### src/rtl/conv_mem_pkg.sv
// Shared types for the convolution-engine DDR3 arbiter: default widths,
// arbiter states, master id and the read-return tag.
package conv_mem_pkg;

  localparam int ADDR_W_DEF  = 24;
  localparam int DATA_W_DEF  = 32;
  localparam int BURST_W_DEF = 3;

  typedef enum logic [2:0] {
    ST_WAIT_CAL = 3'd0,
    ST_IDLE     = 3'd1,
    ST_GRANT_RD = 3'd2,
    ST_GRANT_WR = 3'd3,
    ST_FAIL     = 3'd4
  } arb_state_t;

  typedef logic mid_t;
  localparam mid_t MID_M0 = 1'b0;
  localparam mid_t MID_M1 = 1'b1;

  // One entry per outstanding read burst: who asked and how many beats return.
  typedef struct packed {
    mid_t                   id;
    logic [BURST_W_DEF-1:0] burstcount;
  } rd_tag_t;

  // A burstcount of zero still moves one beat.
  function automatic logic [BURST_W_DEF-1:0] burst_beats(input logic [BURST_W_DEF-1:0] bc);
    return (bc == '0) ? BURST_W_DEF'(1) : bc;
  endfunction

endpackage

### src/rtl/conv_rd_tag_fifo.sv
// Tag FIFO for outstanding read bursts. The head is read combinationally so
// the return path can steer readdatavalid with zero latency.
module conv_rd_tag_fifo
  import conv_mem_pkg::*;
#(
  parameter int DEPTH = 8
) (
  input  logic    clk_clk,
  input  logic    reset_reset_n,
  input  logic    i_push,
  input  rd_tag_t i_push_data,
  input  logic    i_pop,
  output rd_tag_t o_head,
  output logic    o_full,
  output logic    o_empty
);

  localparam int AW = $clog2(DEPTH);

  rd_tag_t         r_mem [DEPTH];
  logic [AW-1:0]   r_wr_ptr;
  logic [AW-1:0]   r_rd_ptr;
  logic [AW:0]     r_count;
  logic            w_push;
  logic            w_pop;

  assign o_full  = (r_count == (AW+1)'(DEPTH));
  assign o_empty = (r_count == '0);
  assign w_push  = i_push & ~o_full;
  assign w_pop   = i_pop & ~o_empty;
  assign o_head  = r_mem[r_rd_ptr];

  // Storage write; contents need no reset because occupancy is tracked separately.
  always_ff @(posedge clk_clk) begin
    if (w_push) r_mem[r_wr_ptr] <= i_push_data;
  end

  // Pointers and occupancy; simultaneous push and pop leaves the count alone.
  always_ff @(posedge clk_clk or negedge reset_reset_n) begin
    if (!reset_reset_n) begin
      r_wr_ptr <= '0;
      r_rd_ptr <= '0;
      r_count  <= '0;
    end else begin
      if (w_push) r_wr_ptr <= r_wr_ptr + 1'b1;
      if (w_pop)  r_rd_ptr <= r_rd_ptr + 1'b1;
      case ({w_push, w_pop})
        2'b10:   r_count <= r_count + 1'b1;
        2'b01:   r_count <= r_count - 1'b1;
        default: r_count <= r_count;
      endcase
    end
  end

endmodule

### src/rtl/conv_ddr3_arbiter.sv
// Shares the UniPHY DDR3 Avalon-MM port between the fetch master (m0) and the
// writeback master (m1): burst-granular round robin, pipelined reads with
// tag-steered returns, gated on calibration. The tag width follows the package
// default, so BURST_W is expected to stay at BURST_W_DEF.
module conv_ddr3_arbiter
  import conv_mem_pkg::*;
#(
  parameter int ADDR_W     = ADDR_W_DEF,
  parameter int DATA_W     = DATA_W_DEF,
  parameter int BURST_W    = BURST_W_DEF,
  parameter int PEND_DEPTH = 8
) (
  input  logic                clk_clk,
  input  logic                reset_reset_n,
  input  logic [ADDR_W-1:0]   m0_address,
  input  logic                m0_read,
  input  logic                m0_write,
  input  logic [DATA_W-1:0]   m0_writedata,
  input  logic [DATA_W/8-1:0] m0_byteenable,
  input  logic [BURST_W-1:0]  m0_burstcount,
  output logic                m0_waitrequest,
  output logic [DATA_W-1:0]   m0_readdata,
  output logic                m0_readdatavalid,
  input  logic [ADDR_W-1:0]   m1_address,
  input  logic                m1_read,
  input  logic                m1_write,
  input  logic [DATA_W-1:0]   m1_writedata,
  input  logic [DATA_W/8-1:0] m1_byteenable,
  input  logic [BURST_W-1:0]  m1_burstcount,
  output logic                m1_waitrequest,
  output logic [DATA_W-1:0]   m1_readdata,
  output logic                m1_readdatavalid,
  output logic [ADDR_W-1:0]   avl_address,
  output logic                avl_read,
  output logic                avl_write,
  output logic [DATA_W-1:0]   avl_writedata,
  output logic [DATA_W/8-1:0] avl_byteenable,
  output logic [BURST_W-1:0]  avl_burstcount,
  input  logic                avl_waitrequest,
  input  logic [DATA_W-1:0]   avl_readdata,
  input  logic                avl_readdatavalid,
  input  logic                local_init_done,
  input  logic                local_cal_success,
  input  logic                local_cal_fail,
  output logic                mem_ready,
  output logic                mem_error
);

  arb_state_t          r_state, w_state_next;
  mid_t                r_grant, w_grant_next, r_last, w_last_next, w_pick;
  logic [BURST_W-1:0]  r_wr_cnt, w_wr_left, r_rd_cnt, w_rd_left;
  logic                r_wr_busy, r_rd_busy, r_mem_ready, r_mem_error;

  logic [ADDR_W-1:0]   w_m_address    [2];
  logic [DATA_W-1:0]   w_m_writedata  [2];
  logic [DATA_W/8-1:0] w_m_byteenable [2];
  logic [BURST_W-1:0]  w_m_burstcount [2];
  logic [1:0]          w_m_read, w_m_write, w_m_req, w_m_wait, w_m_rdv;

  logic                w_granted, w_rd_accept, w_wr_accept, w_wr_last;
  logic                w_pop, w_stray, w_fifo_full, w_fifo_empty, w_ready_next;
  rd_tag_t             w_push_tag, w_head;

  assign w_m_address    = '{m0_address, m1_address};
  assign w_m_writedata  = '{m0_writedata, m1_writedata};
  assign w_m_byteenable = '{m0_byteenable, m1_byteenable};
  assign w_m_burstcount = '{m0_burstcount, m1_burstcount};
  assign w_m_read       = {m1_read, m0_read};
  assign w_m_write      = {m1_write, m0_write};

  assign w_granted = (r_state == ST_GRANT_RD) || (r_state == ST_GRANT_WR);

  // Per-master eligibility, stall and routed read-valid.
  genvar gi;
  generate
    for (gi = 0; gi < 2; gi++) begin : g_master
      assign w_m_req[gi]  = w_m_write[gi] | (w_m_read[gi] & ~w_fifo_full);
      assign w_m_wait[gi] = (w_granted && (r_grant == mid_t'(gi))) ? avl_waitrequest : 1'b1;
      assign w_m_rdv[gi]  = avl_readdatavalid & ~w_fifo_empty & (w_head.id == mid_t'(gi));
    end
  endgenerate

  assign m0_waitrequest   = w_m_wait[0];
  assign m1_waitrequest   = w_m_wait[1];
  assign m0_readdatavalid = w_m_rdv[0];
  assign m1_readdatavalid = w_m_rdv[1];
  assign m0_readdata      = avl_readdata;
  assign m1_readdata      = avl_readdata;

  // The granted master drives the slave port straight through.
  assign avl_address    = w_m_address[r_grant];
  assign avl_writedata  = w_m_writedata[r_grant];
  assign avl_byteenable = w_m_byteenable[r_grant];
  assign avl_burstcount = w_m_burstcount[r_grant];
  assign avl_read       = (r_state == ST_GRANT_RD) & w_m_read[r_grant];
  assign avl_write      = (r_state == ST_GRANT_WR) & w_m_write[r_grant];

  assign w_rd_accept = avl_read & ~avl_waitrequest;
  assign w_wr_accept = avl_write & ~avl_waitrequest;
  assign w_wr_left   = r_wr_busy ? r_wr_cnt
                     : ((avl_burstcount == '0) ? BURST_W'(1) : avl_burstcount);
  assign w_wr_last   = w_wr_accept && (w_wr_left == BURST_W'(1));

  assign w_push_tag.id         = r_grant;
  assign w_push_tag.burstcount = BURST_W_DEF'(avl_burstcount);

  conv_rd_tag_fifo #(.DEPTH(PEND_DEPTH)) u_tag_fifo (
    .clk_clk       (clk_clk),
    .reset_reset_n (reset_reset_n),
    .i_push        (w_rd_accept),
    .i_push_data   (w_push_tag),
    .i_pop         (w_pop),
    .o_head        (w_head),
    .o_full        (w_fifo_full),
    .o_empty       (w_fifo_empty)
  );

  // Return path: remaining beats of the head burst; pop on its last beat.
  assign w_rd_left = r_rd_busy ? r_rd_cnt : BURST_W'(burst_beats(w_head.burstcount));
  assign w_pop     = avl_readdatavalid & ~w_fifo_empty & (w_rd_left == BURST_W'(1));
  assign w_stray   = avl_readdatavalid & w_fifo_empty;

  // Next-state and grant selection.
  always_comb begin
    w_state_next = r_state;
    w_grant_next = r_grant;
    w_last_next  = r_last;
    w_pick       = (&w_m_req) ? ~r_last : w_m_req[1];
    case (r_state)
      ST_WAIT_CAL: begin
        if (local_cal_fail)                            w_state_next = ST_FAIL;
        else if (local_init_done && local_cal_success) w_state_next = ST_IDLE;
      end
      ST_IDLE: begin
        if (!local_init_done) begin
          w_state_next = ST_WAIT_CAL;
        end else if (|w_m_req) begin
          w_grant_next = w_pick;
          w_state_next = w_m_write[w_pick] ? ST_GRANT_WR : ST_GRANT_RD;
        end
      end
      ST_GRANT_RD: begin
        if (w_rd_accept) begin
          w_last_next  = r_grant;
          w_state_next = ST_IDLE;
        end
      end
      ST_GRANT_WR: begin
        if (w_wr_last) begin
          w_last_next  = r_grant;
          w_state_next = ST_IDLE;
        end
      end
      ST_FAIL:  w_state_next = ST_FAIL;
      default:  w_state_next = ST_WAIT_CAL;
    endcase
  end

  assign w_ready_next = (w_state_next == ST_IDLE) || (w_state_next == ST_GRANT_RD) ||
                        (w_state_next == ST_GRANT_WR);

  // State, grant and round-robin pointer; pointer starts favouring m0.
  always_ff @(posedge clk_clk or negedge reset_reset_n) begin
    if (!reset_reset_n) begin
      r_state <= ST_WAIT_CAL;
      r_grant <= MID_M0;
      r_last  <= MID_M1;
    end else begin
      r_state <= w_state_next;
      r_grant <= w_grant_next;
      r_last  <= w_last_next;
    end
  end

  // Write beat counter: latched from the first accepted beat of the burst.
  always_ff @(posedge clk_clk or negedge reset_reset_n) begin
    if (!reset_reset_n) begin
      r_wr_cnt  <= '0;
      r_wr_busy <= 1'b0;
    end else if (w_wr_accept) begin
      r_wr_busy <= ~w_wr_last;
      r_wr_cnt  <= w_wr_left - 1'b1;
    end
  end

  // Read beat counter for the burst at the FIFO head.
  always_ff @(posedge clk_clk or negedge reset_reset_n) begin
    if (!reset_reset_n) begin
      r_rd_cnt  <= '0;
      r_rd_busy <= 1'b0;
    end else if (avl_readdatavalid && !w_fifo_empty) begin
      r_rd_busy <= ~w_pop;
      r_rd_cnt  <= w_rd_left - 1'b1;
    end
  end

  // Status: ready tracks the operational states, error is sticky until reset.
  always_ff @(posedge clk_clk or negedge reset_reset_n) begin
    if (!reset_reset_n) begin
      r_mem_ready <= 1'b0;
      r_mem_error <= 1'b0;
    end else begin
      r_mem_ready <= w_ready_next;
      if ((w_state_next == ST_FAIL) || w_stray) r_mem_error <= 1'b1;
    end
  end

  assign mem_ready = r_mem_ready;
  assign mem_error = r_mem_error;

endmodule

### config.mk
export PLATFORM = sky130hd
export DESIGN_NAME = conv_ddr3_arbiter
export DESIGN_NICKNAME = d
export VERILOG_FILES = /design/src/rtl/conv_mem_pkg.sv /design/src/rtl/conv_rd_tag_fifo.sv /design/src/rtl/conv_ddr3_arbiter.sv
export SDC_FILE = /design/constraint.sdc
export NUM_CORES = 1
export LEC_CHECK = 0
export CAP_MARGIN = 0
export CORE_AREA = 2 2 117 119
export CTS_CLUSTER_SIZE = 25
export DETAILED_ROUTE_END_ITERATION = 16
export DIE_AREA = 0 0 119 121
export PLACE_DENSITY = 0.74
export SLEW_MARGIN = 40
export SYNTH_ARGS = -nofsm -noshare
export SYNTH_HDL_FRONTEND = slang
export SYNTH_SLANG_ARGS = --single-unit
### constraint.sdc
create_clock -name clk_clk -period 10.2 [get_ports clk_clk]
set_clock_uncertainty 0.15 [all_clocks]
set_input_delay 2.04 -clock clk_clk [delete_from_list [all_inputs] [get_ports clk_clk]]
set_output_delay 2.04 -clock clk_clk [all_outputs]
set_load 0.03 [all_outputs]
==> results.md <==
* Outcome: complete, no violations
* Vias at 3176
* Final Setup Violations at 0
* Max Cap Viol at 0
* Post-Route WL at 15.17 mm
* Main flop type after synthesis: edfxtp_1
* Post-synth EDFFs at 32
* Top achievable clock speed at 164.9 MHz
* Synth warn at 0
* WHS Path Cells at 1
* Reg clk slew, reported paths at 0.05 ns
* Hold_buf cts at 0
* Hold Path End: mem_error
* R2R depth at 11
* Clk_lat worst skew at 0.33 ns
* Vias in the first global route at 3401
* Simple-gate share of the synthesized area at 7.801%
* Crit-path leading delay family: buffers and inverters
* Leakage dissipation at 2.219 nW
* Worst-margin pin slew at 0.7849 ns
* Pre-antenna DRT Iters at 4
* Relative slew slack at 47.27%
* Ys async rst share at 43.86%
* Reg2reg setup slack at 6.36 ns
* Startpoint Class: input pin
* Most Frequent Cell on Critical Path: clkdlybuf4s50_1
* Layout Nets at 667
* Global-route wire length before repair at 21.71 mm
* Clock Tree Buf Depth at 2
* Final worst slack at 4.136 ns
* Core Rows at 42
* Post-DP HPWL at 12.62 mm
* Pin count of the biggest net entering global routing at 51
* Clock Sink Count at 57
* Power Internal at 0.0007874 W
* Pwr Density at 215.5 nW/µm²
* Net switching power at 0.0005065 W
* Crit path max fanout at 8
* GR peak layer: met2
* WS Path Type: input pin to output port
* Hold Crit Class: flip-flop to flip-flop
* Crit path DAT at 3.87 ns
* CP max-delay cell: clkdlybuf4s50_1
* H-Tree Depth at 3
* Crit path required time at 8.01 ns
* RePlAce Congestion at 0.8898
* Largest family of logic cells by synthesized area: multiplexers
* Final hold slack at 0.3417 ns
* CTS root buffer: clkbuf_16
* Max-slew violation count at 0
* Sequential Power Share at 26.7%
* Starting Density at 30.52%
* Util after Layout at 45.89%
* Yosys cell types at 50
* Area fraction of the dominant cell type after synthesis at 24.06%
* Port Buf Inserts at 207
* Initial drt markers at 174
* Post-synth net total at 526
* CTS tree: yes
* GR Layer Usage met2 at 31.36%
* Critical R2R Capture: r_state[1]
* Kind of end point of the critical path: output port
* Register area share after synthesis at 39.76%
* # DRC at 0
* Crit path cell chain: clkdlybuf4s50_1, a21boi_1, and2_1, clkdlybuf4s50_1
* Post-route ant nets at 0
* Die Outline Area at 14400 µm²
* Met3 usage at 10.01%
* Max IR drop VDD at 0.00007863 V
* Area growth from synthesis to layout at 50.34%
* Total gr overflow at 0
* Dpl ws at 4.124 ns
* Core area at 13090 µm²
* Routed len/inst at 22.67 µm
* Num CTS Buffers at 9
* Via-per-instance ratio at 4.747
* Top-count cell post-synth: mux2_2
* Fin. Hold Viols at 0
* Period Utilization, post-route at 59.45%
* Post-Synthesis Cells at 347
* Die width at 119 µm
* FF-to-FF Start: r_grant
* Dominant cell type by area after synthesis: edfxtp_1
* Yosys reg bits at 57
* Met1 usage at 27.53%
* Die height at 121 µm
* Adder-cell share of the synthesized area at 3.321%
* Mean Syn Cell Area at 11.51 µm²
* Max stage delay on crit path at 0.66 ns
* Total Routing Usage GR at 20.99%
* Most frequent cells after synthesis: mux2_2, buf_4, edfxtp_1
* RSZ-0062 raised after global routing: false
* Buf+Inv Stages, Crit Path at 2
* Synth Area in XOR/XNOR at 2.193%
* Setup Fix Bufs, Post-CTS at 0
* IO Pins at 304
* Post-Synthesis Cell Area at 3994 µm²
* Initial antenna violation count at 0
* Total negative setup slack at 0 ns
* Share of layout cells above drive strength 1 at 20.08%
* Synth Area in Compound Gates at 5.827%
* # diodes at 0
* Switching share of power at 39.14%
* Hold Path Origin: mem_error
* Crit path time final at 6.064 ns
* Comb power frac at 52.6%
* Synth top area cells: edfxtp_1, mux2_2, dfrtp_1
* Worst Setup SP: avl_readdatavalid
* Clock network fraction of design power at 20.7%
* Post-synthesis mux area share at 26.16%
* Post-CTS Resized at 0
==> kinds of logic after synthesis <==
logic type,count (synthesis)
muxes,84
buffers and inverters,90
DFF,57
xor gates and xnor gates,10
and+or+nand+nor,63
AOI/OAI and AO/OA,33
adders and majority gates,10
==> flip-flops by register name, indices dropped and copies added, names as in the netlist <==
register / cells
r_wr_cnt: 3
r_state: 3
mem_error: 1
u_tag_fifo.r_mem: 32
u_tag_fifo.r_rd_ptr: 3
r_rd_cnt: 3
r_grant: 1
r_last: 1
u_tag_fifo.r_count: 4
r_wr_busy: 1
u_tag_fifo.r_wr_ptr: 3
mem_ready: 1
r_rd_busy: 1
==> area by class of cell <==
cell class,count,area (µm²)
fillers,1182,7081
repair buffers,208,2074
multi-input cells,200,1809
flip-flops and latches,57,1589
clock buffers,12,246.5
well taps,176,220.2
inverters,12,45.04
clock inverters,4,20.02
==> worst register-to-register path, stage by stage (launching register included) <==
cell	delay, ns
dfrtp_2	0.74
buf_4	0.62
mux2_2	0.53
o21bai_1	0.17
mux2i_1	0.11
inv_1	0.09
ha_1	0.19
inv_1	0.05
o31a_1	0.31
or3b_1	0.36
a32oi_1	0.27
o21ai_1	0.11
==> how the worst max path moves through the flow <==
stage                     depth (start not counted)               end  slack, ns
after floorplan                                   2  m0_readdatavalid       5.25
after global placement                            4  m0_readdatavalid       4.16
after detailed placement                          4  m0_readdatavalid       4.12
after CTS                                         4  m0_readdatavalid       4.13
after global routing                              4  m0_readdatavalid       4.04
final                                             4  m0_readdatavalid       4.14
==> layer usage <==
layer	vias up	part of all wire, %
li1	1461	-
met1	1536	44
met2	166	44
met3	13	11
met4	0	1.1
met5	-	0
==> cell usage in the layout, fill, tap and decap left out, types with 2 or more instances in the layout <==
master           instances
nor2b_1                  3
clkinv_2                 4
ha_1                     9
nor3b_1                  2
xor2_1                   3
nor3_1                   8
o41ai_1                  2
clkbuf_16                9
nand3b_1                 2
nor2_1                  17
nand3_1                  3
clkdlybuf4s50_1        206
o21ai_0                  7
dfrtp_1                 23
o21bai_1                 2
mux2i_1                  5
nand2b_1                 5
clkbuf_1                 2
mux4_2                   8
o21ai_1                  2
edfxtp_1                32
xnor2_1                  7
inv_1                   12
and2_1                   3
nand2_1                 15
mux2_2                  68
a21oi_1                  7
==> stage by stage <==
| stage | cell area [µm²] | instances | power, W |
|---|---|---|---|
| 6_report | 6005 | 669 | 0.001294 |
| 5_1_grt | 6005 | 669 | 0.001363 |
| 4_1_cts | 6005 | 669 | 0.001305 |
| 3_5_place_dp | 5738 | 653 | 0.001032 |
| 3_3_place_gp | 5743 | 653 | 0.001017 |
| 2_1_floorplan | 3994 | 347 | 0.0008196 |
==> power groups by stage <==
stage	registers (W)	logic [W]	clock network, W
final	0.000345	0.000681	0.000268
after global routing	0.000355	0.000727	0.000281
after CTS	0.000346	0.000689	0.000270
after detailed placement	0.000349	0.000683	0
after global placement	0.000346	0.000671	0
after floorplan	0.000304	0.000515	0
(Power assumes the default switching activity.)
